==> src/rtl/mac_job_sched_pkg.sv <==
// Shared definitions for the MAC job scheduler: fixed-point format,
// scheduler state encoding and the ReLU helper.
package mac_job_sched_pkg;

    localparam int MAC_N        = 32;
    localparam int MAC_INTBITS  = 12;
    localparam int MAC_FRACBITS = 20;
    localparam int SIGN_BIT     = MAC_N - 1;

    typedef enum logic [1:0] {
        ST_IDLE  = 2'd0,
        ST_FETCH = 2'd1,
        ST_DRAIN = 2'd2,
        ST_DONE  = 2'd3
    } sched_state_t;

    // Sign-magnitude ReLU: any value with the sign bit set (including -0) becomes 0.
    function automatic logic [MAC_N-1:0] relu(input logic [MAC_N-1:0] v);
        return v[SIGN_BIT] ? '0 : v;
    endfunction

endpackage

==> src/rtl/mac_job_sched_rr_arb2.sv <==
// Two-way round-robin arbiter. The requester that did not win the previous
// grant is preferred; the pointer only moves when a grant is actually issued.
module rr_arb2 (
    input  logic       clk,
    input  logic       reset,
    input  logic       en,
    input  logic [1:0] req,
    output logic       gnt_valid,
    output logic       gnt_id
);

    logic last;

    // Grant selection: favour the requester other than the last winner.
    always_comb begin
        gnt_valid = en & (|req);
        if (last) begin
            gnt_id = req[0] ? 1'b0 : 1'b1;
        end else begin
            gnt_id = req[1] ? 1'b1 : 1'b0;
        end
    end

    // Last-grant pointer; reset to 1 so requester 0 wins the first tie.
    always_ff @(posedge clk) begin
        if (reset) begin
            last <= 1'b1;
        end else if (gnt_valid) begin
            last <= gnt_id;
        end
    end

endmodule

==> src/rtl/mac_job_sched.sv <==
// Shares one sign-magnitude MAC between two requesters: arbitrates, streams
// S operand pairs from the operand memory into the MAC, then returns the
// ReLU'd accumulator tagged with the owner's ID.
//
// state | meaning
// IDLE  | waiting for a request; arbiter enabled
// FETCH | S cycles of operand reads, MAC cleared on the first one
// DRAIN | 2 cycles: last operand pair enters the MAC, then the sum settles
// DONE  | result strobe and done pulse to the owner
module mac_job_sched
    import mac_job_sched_pkg::*;
#(
    parameter int S        = 8,
    parameter int N        = MAC_N,
    parameter int INTBITS  = MAC_INTBITS,
    parameter int FRACBITS = MAC_FRACBITS,
    parameter int ADDRW    = 8
) (
    input  logic             clk,
    input  logic             reset,
    input  logic [1:0]       req,
    input  logic [ADDRW-1:0] base0,
    input  logic [ADDRW-1:0] base1,
    output logic [1:0]       done,
    output logic             busy,
    output logic             mem_rd,
    output logic [ADDRW-1:0] mem_addr,
    input  logic [N-1:0]     w_rdata,
    input  logic [N-1:0]     x_rdata,
    output logic             mac_clr,
    output logic             mac_en,
    output logic [N-1:0]     mac_w,
    output logic [N-1:0]     mac_x,
    input  logic [N-1:0]     mac_acc,
    output logic [N-1:0]     res_data,
    output logic             res_valid,
    output logic             res_id
);

    if (S < 1) begin : g_bad_s
        $error("mac_job_sched: S must be at least 1");
    end
    if (N != MAC_N || INTBITS + FRACBITS != N) begin : g_bad_fmt
        $error("mac_job_sched: fixed-point format does not match the package");
    end

    localparam int CNTW = (S > 1) ? $clog2(S) : 1;
    localparam logic [CNTW-1:0] CNT_INIT = CNTW'(S - 1);

    sched_state_t     state, state_nxt;
    logic [CNTW-1:0]  cnt;
    logic [ADDRW-1:0] addr;
    logic             id;
    logic             gnt_valid;
    logic             gnt_id;

    rr_arb2 u_arb (
        .clk       (clk),
        .reset     (reset),
        .en        (state == ST_IDLE),
        .req       (req),
        .gnt_valid (gnt_valid),
        .gnt_id    (gnt_id)
    );

    // State register.
    always_ff @(posedge clk) begin
        if (reset) begin
            state <= ST_IDLE;
        end else begin
            state <= state_nxt;
        end
    end

    // Next-state logic; cnt is a down-counter shared by FETCH and DRAIN.
    always_comb begin
        state_nxt = state;
        case (state)
            ST_IDLE:  if (gnt_valid) state_nxt = ST_FETCH;
            ST_FETCH: if (cnt == '0) state_nxt = ST_DRAIN;
            ST_DRAIN: if (cnt == '0) state_nxt = ST_DONE;
            ST_DONE:  state_nxt = ST_IDLE;
            default:  state_nxt = ST_IDLE;
        endcase
    end

    // Outputs decoded from registered state only, so no input reaches an output.
    always_comb begin
        busy      = 1'b0;
        mem_rd    = 1'b0;
        mem_addr  = '0;
        mac_clr   = 1'b0;
        done      = '0;
        res_valid = 1'b0;
        res_id    = 1'b0;
        case (state)
            ST_FETCH: begin
                busy     = 1'b1;
                mem_rd   = 1'b1;
                mem_addr = addr;
                mac_clr  = (cnt == CNT_INIT);
            end
            ST_DRAIN: busy = 1'b1;
            ST_DONE: begin
                busy      = 1'b1;
                done[id]  = 1'b1;
                res_valid = 1'b1;
                res_id    = id;
            end
            default: ;
        endcase
    end

    // Job context, operand forwarding and result capture.
    always_ff @(posedge clk) begin
        if (reset) begin
            id       <= 1'b0;
            addr     <= '0;
            cnt      <= '0;
            mac_en   <= 1'b0;
            mac_w    <= '0;
            mac_x    <= '0;
            res_data <= '0;
        end else begin
            if (state == ST_IDLE && gnt_valid) begin
                id   <= gnt_id;
                addr <= gnt_id ? base1 : base0;
                cnt  <= CNT_INIT;
            end else if (state == ST_FETCH) begin
                addr <= addr + ADDRW'(1);
                // One extra DRAIN cycle lets the last product land in mac_acc.
                cnt  <= (cnt == '0) ? CNTW'(1) : cnt - CNTW'(1);
            end else if (state == ST_DRAIN && cnt != '0) begin
                cnt  <= cnt - CNTW'(1);
            end
            mac_en   <= (state == ST_FETCH);
            mac_w    <= (state == ST_FETCH) ? w_rdata : '0;
            mac_x    <= (state == ST_FETCH) ? x_rdata : '0;
            res_data <= (state == ST_DRAIN && cnt == '0) ? relu(mac_acc) : '0;
        end
    end

endmodule
==> config.mk <==
export PLATFORM = sky130hd
export DESIGN_NAME = mac_job_sched
export DESIGN_NICKNAME = d
export VERILOG_FILES = /design/src/rtl/mac_job_sched_pkg.sv /design/src/rtl/mac_job_sched_rr_arb2.sv /design/src/rtl/mac_job_sched.sv
export SDC_FILE = /design/constraint.sdc
export NUM_CORES = 1
export LEC_CHECK = 0
export ABC_AREA = 1
export BUFFER_PORTS_ARGS = -buffer_cell sky130_fd_sc_hd__buf_2
export CORE_UTILIZATION = 30
export CTS_BUF_LIST = sky130_fd_sc_hd__clkbuf_8
export DETAILED_ROUTE_END_ITERATION = 10
export GPL_ROUTABILITY_DRIVEN = 0
export PLACE_DENSITY = 0.71
export SLEW_MARGIN = 20
export SYNTH_ARGS = -nofsm -noshare
export SYNTH_HDL_FRONTEND = slang
export SYNTH_HIERARCHICAL = 1
export SYNTH_SLANG_ARGS = --single-unit
==> constraint.sdc <==
create_clock -name clk -period 5.21 [get_ports clk]
set_clock_uncertainty 0.2 [all_clocks]
set_input_delay 0.2605 -clock clk [delete_from_list [all_inputs] [get_ports clk]]
set_output_delay 0.2605 -clock clk [all_outputs]
set_load 0.05 [all_outputs]
Word level (Yosys, flattened, before mapping). Cells that the tools add are included. W data, S select, Z words.

Output and inout bits: 112. Logic and storage cells: 62. RAM bits: 0. Input port bits: 116. Memory bits (read-only): 0. Latch bits: 0. Bits in registers: 112. Memories kept: 0.

$mul: 0. Shift operators: 0. Bitwise gates (word level): 3. Div/mod/pow operators: 0. Add/sub/neg operators: 2. Reduce and logical (&&, ||, !) cells: 15. $lt $le $gt $ge: 2. Equality and inequality tests: 7. Mux-type cells: 23.

Operators by type and width (number): $mux W8 (4); $mux W3 (4); $mux W1 (9); $add A8 B1 Y8 const B (1); $mux W2 (4); $pmux W2 S4 (1); $reduce_bool A3 Y1 (2); $reduce_or A2 Y1 (3); $reduce_or A3 Y1 (2); $eq A2 B2 Y1 const B (2); $logic_and A1 B1 Y1 (4); $ne A2 B2 Y1 const B (2); $eq A3 B3 Y1 const B (1); $logic_not A3 Y1 (1); $reduce_and A3 Y1 (1); $sub A3 B1 Y3 const B (1); $eq A2 B1 Y1 const B (1); $logic_not A2 Y1 (1); $lt A1 B2 Y1 const B (1); $ne A2 B1 Y1 const B (1); $not A1 Y1 (2); $reduce_bool A2 Y1 (1); $and A1 B1 Y1 (1); $demux W1 S1 (1); $ge A1 B1 Y1 const B (1).

Longest topological paths before layout. Gate-level depths: netlist of the first run.

Depth in word-level cells: 5. Depth in mapped cells: 11. Depth with buffers taken out: 11.

Cells and area by module. The synthesis of the first run kept the hierarchy.

Modules (own cells, without submodules): mac_job_sched (sequential area each 2202.1 µm², cells an instance 472, area each 3844.9 µm², instances 1); rr_arb2 (sequential area each 20.0 µm², cells an instance 14, area each 81.3 µm², instances 1).

Least setup slack after synthesis of the first run. OpenSTA, ideal clock, no wires.

Kind: register to output. Start: register state[1]. End: output port mac_clr. Required time: 4.750 ns. Path buffers: 0. Slack: 2.971 ns. Stages on the path, launching flop included: 5. Arrival time: 1.778 ns. Cell sequence: dfxtp_1 > inv_1 > ha_1 > inv_2 > nor2_1.

Word-level cells in the longest chain between the ends: 2.

Ends and longest elaborated chain: from (decl) (RTL line mac_job_sched.sv:50) `sched_state_t state, state_nxt;`; from (signal assigned) (RTL line mac_job_sched.sv:71) `state <= state_nxt;`; $eq A2 B1 Y1 (RTL line mac_job_sched.sv:96) `case (state)`; $mux W1 (RTL line mac_job_sched.sv:96); to (decl) (RTL line mac_job_sched.sv:30) `output logic mac_clr,`.

Every way passes these cells.

Final worst setup path of the first run.
Start: register state[1]. End: register mac_w[26].

Word-level cells in the longest chain between the ends: 3.

Ends and longest elaborated chain: $eq A2 B1 Y1 (RTL line mac_job_sched.sv:137) `mac_w <= (state == ST_FETCH) ? w_rdata : '0;`; $not A1 Y1 (no line); $reduce_or A2 Y1 (no line); to (signal assigned) (RTL line mac_job_sched.sv:137); to (decl) (RTL line mac_job_sched.sv:32) `output logic [N-1:0] mac_w,`.

Every way passes these cells. A chain may end at the register's enable or synchronous reset.

==> reports/qor.yml, run 1 <==
cells_and_area:
  layout.nets: 931
  antenna_cells: 0
  drive_above_1_share_pct: 31.9
  finalNonFillerCells: 984
  layout_commonest_cell: "buf_2"
  most-common-layout-cells: "226 x buf_2, 125 x inv_1, 113 x nor2_1"
  nFillCells: 1183
  stdcell_area_sq_um: 6320
  area_growth_syn_to_layout_pct: 61.1
  final_core_util_pct: 49.9
timing:
  fin_crit_sh_pct: 49.2
  slew_violations: 0
  period_needed_ps: 2570
  max_freq_ghz: 0.390
  whs_ps: 47.1
  hold_violations: 0
  setup_viol: 0
  fin_ws_ps: 2640
  tns_ps: 0
  tightest_slew_ps: 848
  max-slew-margin-rel_pct: 43.5
  grt_setup_unrepaired: "no"
floorplanning:
  row_count: 41
  dieArea_sq_um: 13500
  io_pins: 228
  die_w_um: 116
  die_h_um: 116
  floorplan.initialDensity_pct: 31.0
  core_sq_um: 12700
synth:
  syn_inst: 486
  synth_warnings: 6
  yosys.area.top_type: "dfxtp_1"
  syn-cell-area_sq_um: 3930
  synth_top_area_share_pct: 56.6
  synth_cell_types: 24
  synthTopCellsByArea: "dfxtp_1 57%, inv_1 12%, nor2_1 11%"
  ys_ff_latch: 111
  yosysSeqAreaShare_pct: 56.6
  avgSynthCellArea_sq_um: 8.08
  synthesis.nets: 610
worst_setup_path:
  path_buf_inv: 3
  slowest_stage: "clkinv_2"
  crit_path_end_kind: "flop"
  worst-setup-path-type: "reg2reg"
  worstPathRequired_ps: 5290
  cp_top_family: "buffers and inverters"
  critical_path.cell_chain: "inv_1 > ha_1 > inv_2 > nor2_4 > clkinv_2 > nor2_1"
  critPathMaxStageDelay_ps: 640
  worst_ep_arrival_time_ps: 2640
  startpoint_type: "flop"
  worstPathMaxFanout: 64
detailed_routing:
  drt_wl_total_um: 12100
  drt_iter0_drc: 201
  drc_errors: 0
  firstDrtPassIters: 4
  vias_per_cell: 4.10
  routedWlPerCell_um: 12.3
  ant_nets: 0
  num_vias: 4034
place:
  hpwl_um: 7350
  portBuffers: 226
  post-place-ws_ps: 2860
  dp.cells: 868
  placed_area_sq_um: 5120
status:
  outcome: "completed"
flow_run:
  drv_cap: 0
power:
  fin_total_pwr_mw: 2.52
  p_leak_nw: 3.71
  vdd_drop_max_mv: 0.170
  p_per_area_nw_per_um2: 398
clock_tree:
  clock-sinks: 111
  clock_path_buffers: 2
  postCtsSetupRepairBufs: 0
  clock_latency_ps: 380
  cts_tree: "built"
  clkTransAtPathRegs_ps: 100
  postCtsHoldBufs: 100
  numCtsBuffers: 9
  root_buffer: "clkbuf_8"
  htreeDepth: 3
  cts_resized: 0
grt:
  overflow: 0
  grt_use_total_pct: 17.3
  grt_pass1_vias: 3873
  antenna_found_initial: 0
  grt_max_degree: 65
  grt_pass1_wl_um: 17700
min_path:
  hold_path.class: "in2reg"
## registers in the layout (all words and copies together), names as in the netlist
register and count:
u_arb/last 1, res_data 31, cnt 3, id 1, mac_en 1, addr 8, mac_x 32, state 2
mac_w 32
## synthesized netlist by cell type (all sizes together)
cell type  instances
a211oi             1
a21oi             15
a31oi              1
buf               16
conb               1
dfxtp            111
ha                 8
inv              129
nand2             51
nand3             11
nand4              1
nor2             116
o21ai             21
or2                3
xor2               1
## where the power goes
group	total (mW)	switching (mW)	internal, mW
registers	1.03	0.0665	0.962
clock network	0.540	0.291	0.249
logic	0.949	0.662	0.286
total	2.52	1.02	1.50
## path summary, 6_finish.rpt
kind	startpoint	to	slack, ps	cells after the start
worst min-delay path	base1[6]	addr[6]	50	5
worst min register to register	u_arb/last	u_arb/last	340	2
worst max register to register	state[1]	mac_w[26]	2640	6
worst max-delay path	state[1]	mac_w[26]	2640	6
## worst register-to-register path: cells and delay by family, from the launching register on
family        cells  cell delay (ps)
simple gates      2              530
fa+ha+maj         1              480
flops             1              350
buf+inv           3              900
## kinds of logic (layout without fill, tap and decap cells)
| group | after synthesis | after routing | share of synthesized area [%] |
|---|---|---|---|
| AOI/OAI and AO/OA | 38 | 38 | 4.94 |
| xor gates and xnor gates | 1 | 1 | 0.223 |
| adders and majority gates | 8 | 8 | 2.55 |
| buffers and inverters | 145 | 471 | 16.3 |
| DFF | 111 | 111 | 56.6 |
| other | 1 | 1 | 0.0955 |
| and+or+nand+nor | 182 | 182 | 19.3 |
## metal layers
metal | global-route usage (%) | vias up | wire [um]
met5 | 0 | - | 0
met4 | 10.0 | 0 | 507
met3 | 5.24 | 37 | 745
met2 | 32.2 | 177 | 6390
met1 | 16.8 | 1797 | 4430
li1 | - | 2023 | -
## final cells by class
class | instances | area, sq um | share of cell area (%)
clock inverter | 5 | 55.1 | 0.870
tap | 172 | 215 | 3.40
timing repair buffer | 326 | 2130 | 33.7
multi-input combinational | 230 | 1060 | 16.8
inverter | 129 | 485 | 7.68
clock buffer | 11 | 151 | 2.39
sequential | 111 | 2220 | 35.1
(Power assumes the default switching activity.)
==> run 2: changes to the inputs <==
- clock period: 5.21 -> 2.7 ns (I/O delays scaled with it)
==> run 2 against run 1 <==
Effect of this change:
- final cell count rose by 1.6%
- register-to-register slack worse by 2400 ps
- sequential share of layout area decreased by 0.90 points
- fmax grew 3.8%
- combinational power rose by 100%
- critical endpoint is now addr[1]
- largest cell class is now non-clock buffers
==> reports/qor.yml, run 2 (same netlist as run 1, synthesis figures left out) <==
detailed_routing:
  firstDrtPassIters: 4  # unchanged
  num_vias: 4034  # unchanged
  routedWlPerCell_um: 11.7  # -4.5%
  drc_errors: 0  # unchanged
  vias_per_cell: 4.03  # -1.6%
  ant_nets: 0  # unchanged
  drt_iter0_drc: 111  # -45%
  drt_wl_total_um: 11700  # -3.0%
clock_tree:
  clock_path_buffers: 2  # unchanged
  postCtsSetupRepairBufs: 0  # unchanged
  numCtsBuffers: 9  # unchanged
  clock-sinks: 111  # unchanged
  clock_latency_ps: 370  # about the same
  htreeDepth: 3  # unchanged
  clkTransAtPathRegs_ps: 100  # about the same
  cts_tree: "built"
  root_buffer: "clkbuf_8"
worst_setup_path:
  path_buf_inv: 3  # unchanged
  slowest_stage: "dlygate4sd3_1"
  ff2ff_path_depth: 9  # +3
  worstPathRequired_ps: 2810  # -2480 ps
  reg2reg_from: "state[0]"
  critPathLaunch: "state[0]"
  cp_top_family: "buffers and inverters"
  crit_path_end_kind: "flop"
  worst_ep_arrival_time_ps: 2580  # -60 ps
  cp_num_cells: 9  # +3
  rrSetupSlack_ps: 230  # -2420 ps
  critical_path.cell_chain: "inv_1 > ha_1 > inv_1 > nor2_2 > nand2_2 > nor2_1 > o21ai_0 > dlygate4sd3_1 > a21oi_1"
  critPathMaxStageDelay_ps: 590  # -50 ps
  startpoint_type: "flop"
  cpMostUsedCell: "inv_1"
  crit_end: "addr[1]"
  worst-setup-path-type: "reg2reg"
  worstPathMaxFanout: 12  # -81%
  worstReg2RegEnd: "addr[1]"
place:
  hpwl_um: 7250  # -1.3%
  portBuffers: 226  # unchanged
floorplanning:
  dieArea_sq_um: 13500  # unchanged
  io_pins: 228  # unchanged
  die_w_um: 116  # unchanged
  floorplan.initialDensity_pct: 31.0  # unchanged
  row_count: 41  # unchanged
  die_h_um: 116  # unchanged
  core_sq_um: 12700  # unchanged
grt:
  antenna_found_initial: 0  # unchanged
  grt_max_degree: 65  # unchanged
  overflow: 0  # unchanged
  grt_pass1_wl_um: 17100  # -3.2%
  grt_pass1_vias: 3749  # -3.2%
  grt_use_total_pct: 16.6  # -0.69 points
cells_and_area:
  drive_above_1_share_pct: 31.6  # -0.25 points
  area_growth_syn_to_layout_pct: 65.3
  antenna_cells: 0  # unchanged
  most-common-layout-cells: "226 x buf_2, 123 x inv_1, 115 x dlygate4sd3_1"
  layout.nets: 947  # +1.7%
  reg_top3: "mac_w x32, mac_x x32, res_data x31"
  layout_commonest_cell: "buf_2"
power:
  p_leak_nw: 3.76  # +1.5%
  fin_total_pwr_mw: 4.89  # +94%
  vdd_drop_max_mv: 0.359  # +110%
  p_per_area_nw_per_um2: 753  # +89%
timing:
  grt_setup_unrepaired: "no"
  period_needed_ps: 2470  # -94.5 ps
  fin_crit_sh_pct: 91.5  # +42 points
  tns_ps: 0  # unchanged
  slew_violations: 0  # unchanged
  setup_viol: 0  # unchanged
  max_freq_ghz: 0.405  # +3.8%
  hold_violations: 0  # unchanged
  max-slew-margin-rel_pct: 63.3  # +20 points
  tightest_slew_ps: 551  # -297 ps
flow_run:
  drv_cap: 0  # unchanged
min_path:
  hold_path.class: "in2reg"
status:
  outcome: "completed"
==> run 2: routing by layer <==
| metal | wire length, um | global-route usage, % | part of all wire [%] |
|---|---|---|---|
| met1 | 4500 | 17.0 | 38 |
| met2 | 6130 | 31.0 | 52 |
| met3 | 686 | 3.68 | 5.9 |
| met4 | 400 | 9.40 | 3.4 |
| met5 | 0 | 0 | 0 |
==> run 2: per-stage QoR <==
stage | instance area, sq um | util, % | std cells | hold slack, ps | setup WS (ps)
3_3_place_gp | 5140 | 40.5 | 869 | 147 | 781
3_5_place_dp | 5140 | 40.5 | 869 | 153 | 723
2_1_floorplan | 3930 | - | 486 | 7.13 | 587
6_report | 6490 | 51.2 | 1000 | 142 | 229
5_1_grt | 6490 | 51.2 | 1000 | 148 | 50.7
4_1_cts | 6490 | 51.2 | 1000 | 111 | 223
==> run 2: final cells by class <==
cell class,count,area (sq um)
well taps,172,215
clock inverters,3,22.5
repair buffers,342,2300
flip-flops and latches,111,2220
fillers,1166,6180
clock buffers,13,179
inverters,129,487
multi-input cells,230,1060
==> run 2: worst reg2reg max path, cell delays in order, from the launching register on <==
cell           delay, ps
dfxtp_1              340
inv_1                100
ha_1                 260
inv_1                 80
nor2_2               160
nand2_2              210
nor2_1               240
o21ai_0              140
dlygate4sd3_1        590
a21oi_1              120
==> run 2: where the power goes <==
group          total [mW]  leakage (nW)  internal [mW]  switching, mW
Combinational        1.92          2.76          0.625           1.29
Sequential           1.98         0.902           1.86          0.128
Clock               0.985         0.106          0.441          0.544
Total                4.89          3.76           2.92           1.96
==> run 2: what timing repair did <==
action	in CTS	in global routing
gates resized for setup	0	1
hold buffers	115	0
hold endpoints to repair	105	0
endpoints found under the setup margin	0	2
==> run 2: how the worst min path moves through the flow <==
stage                 from      endpoint  slack (ps)  cells past startpoint
2_1_floorplan        reset        mac_en           7                      1
3_3_place_gp   w_rdata[26]     mac_w[26]         150                      3
3_5_place_dp   x_rdata[28]     mac_x[28]         150                      3
4_1_cts        mac_acc[31]  res_data[10]         110                      4
5_1_grt        mac_acc[31]  res_data[26]         150                      4
6_report       mac_acc[31]  res_data[10]         140                      4
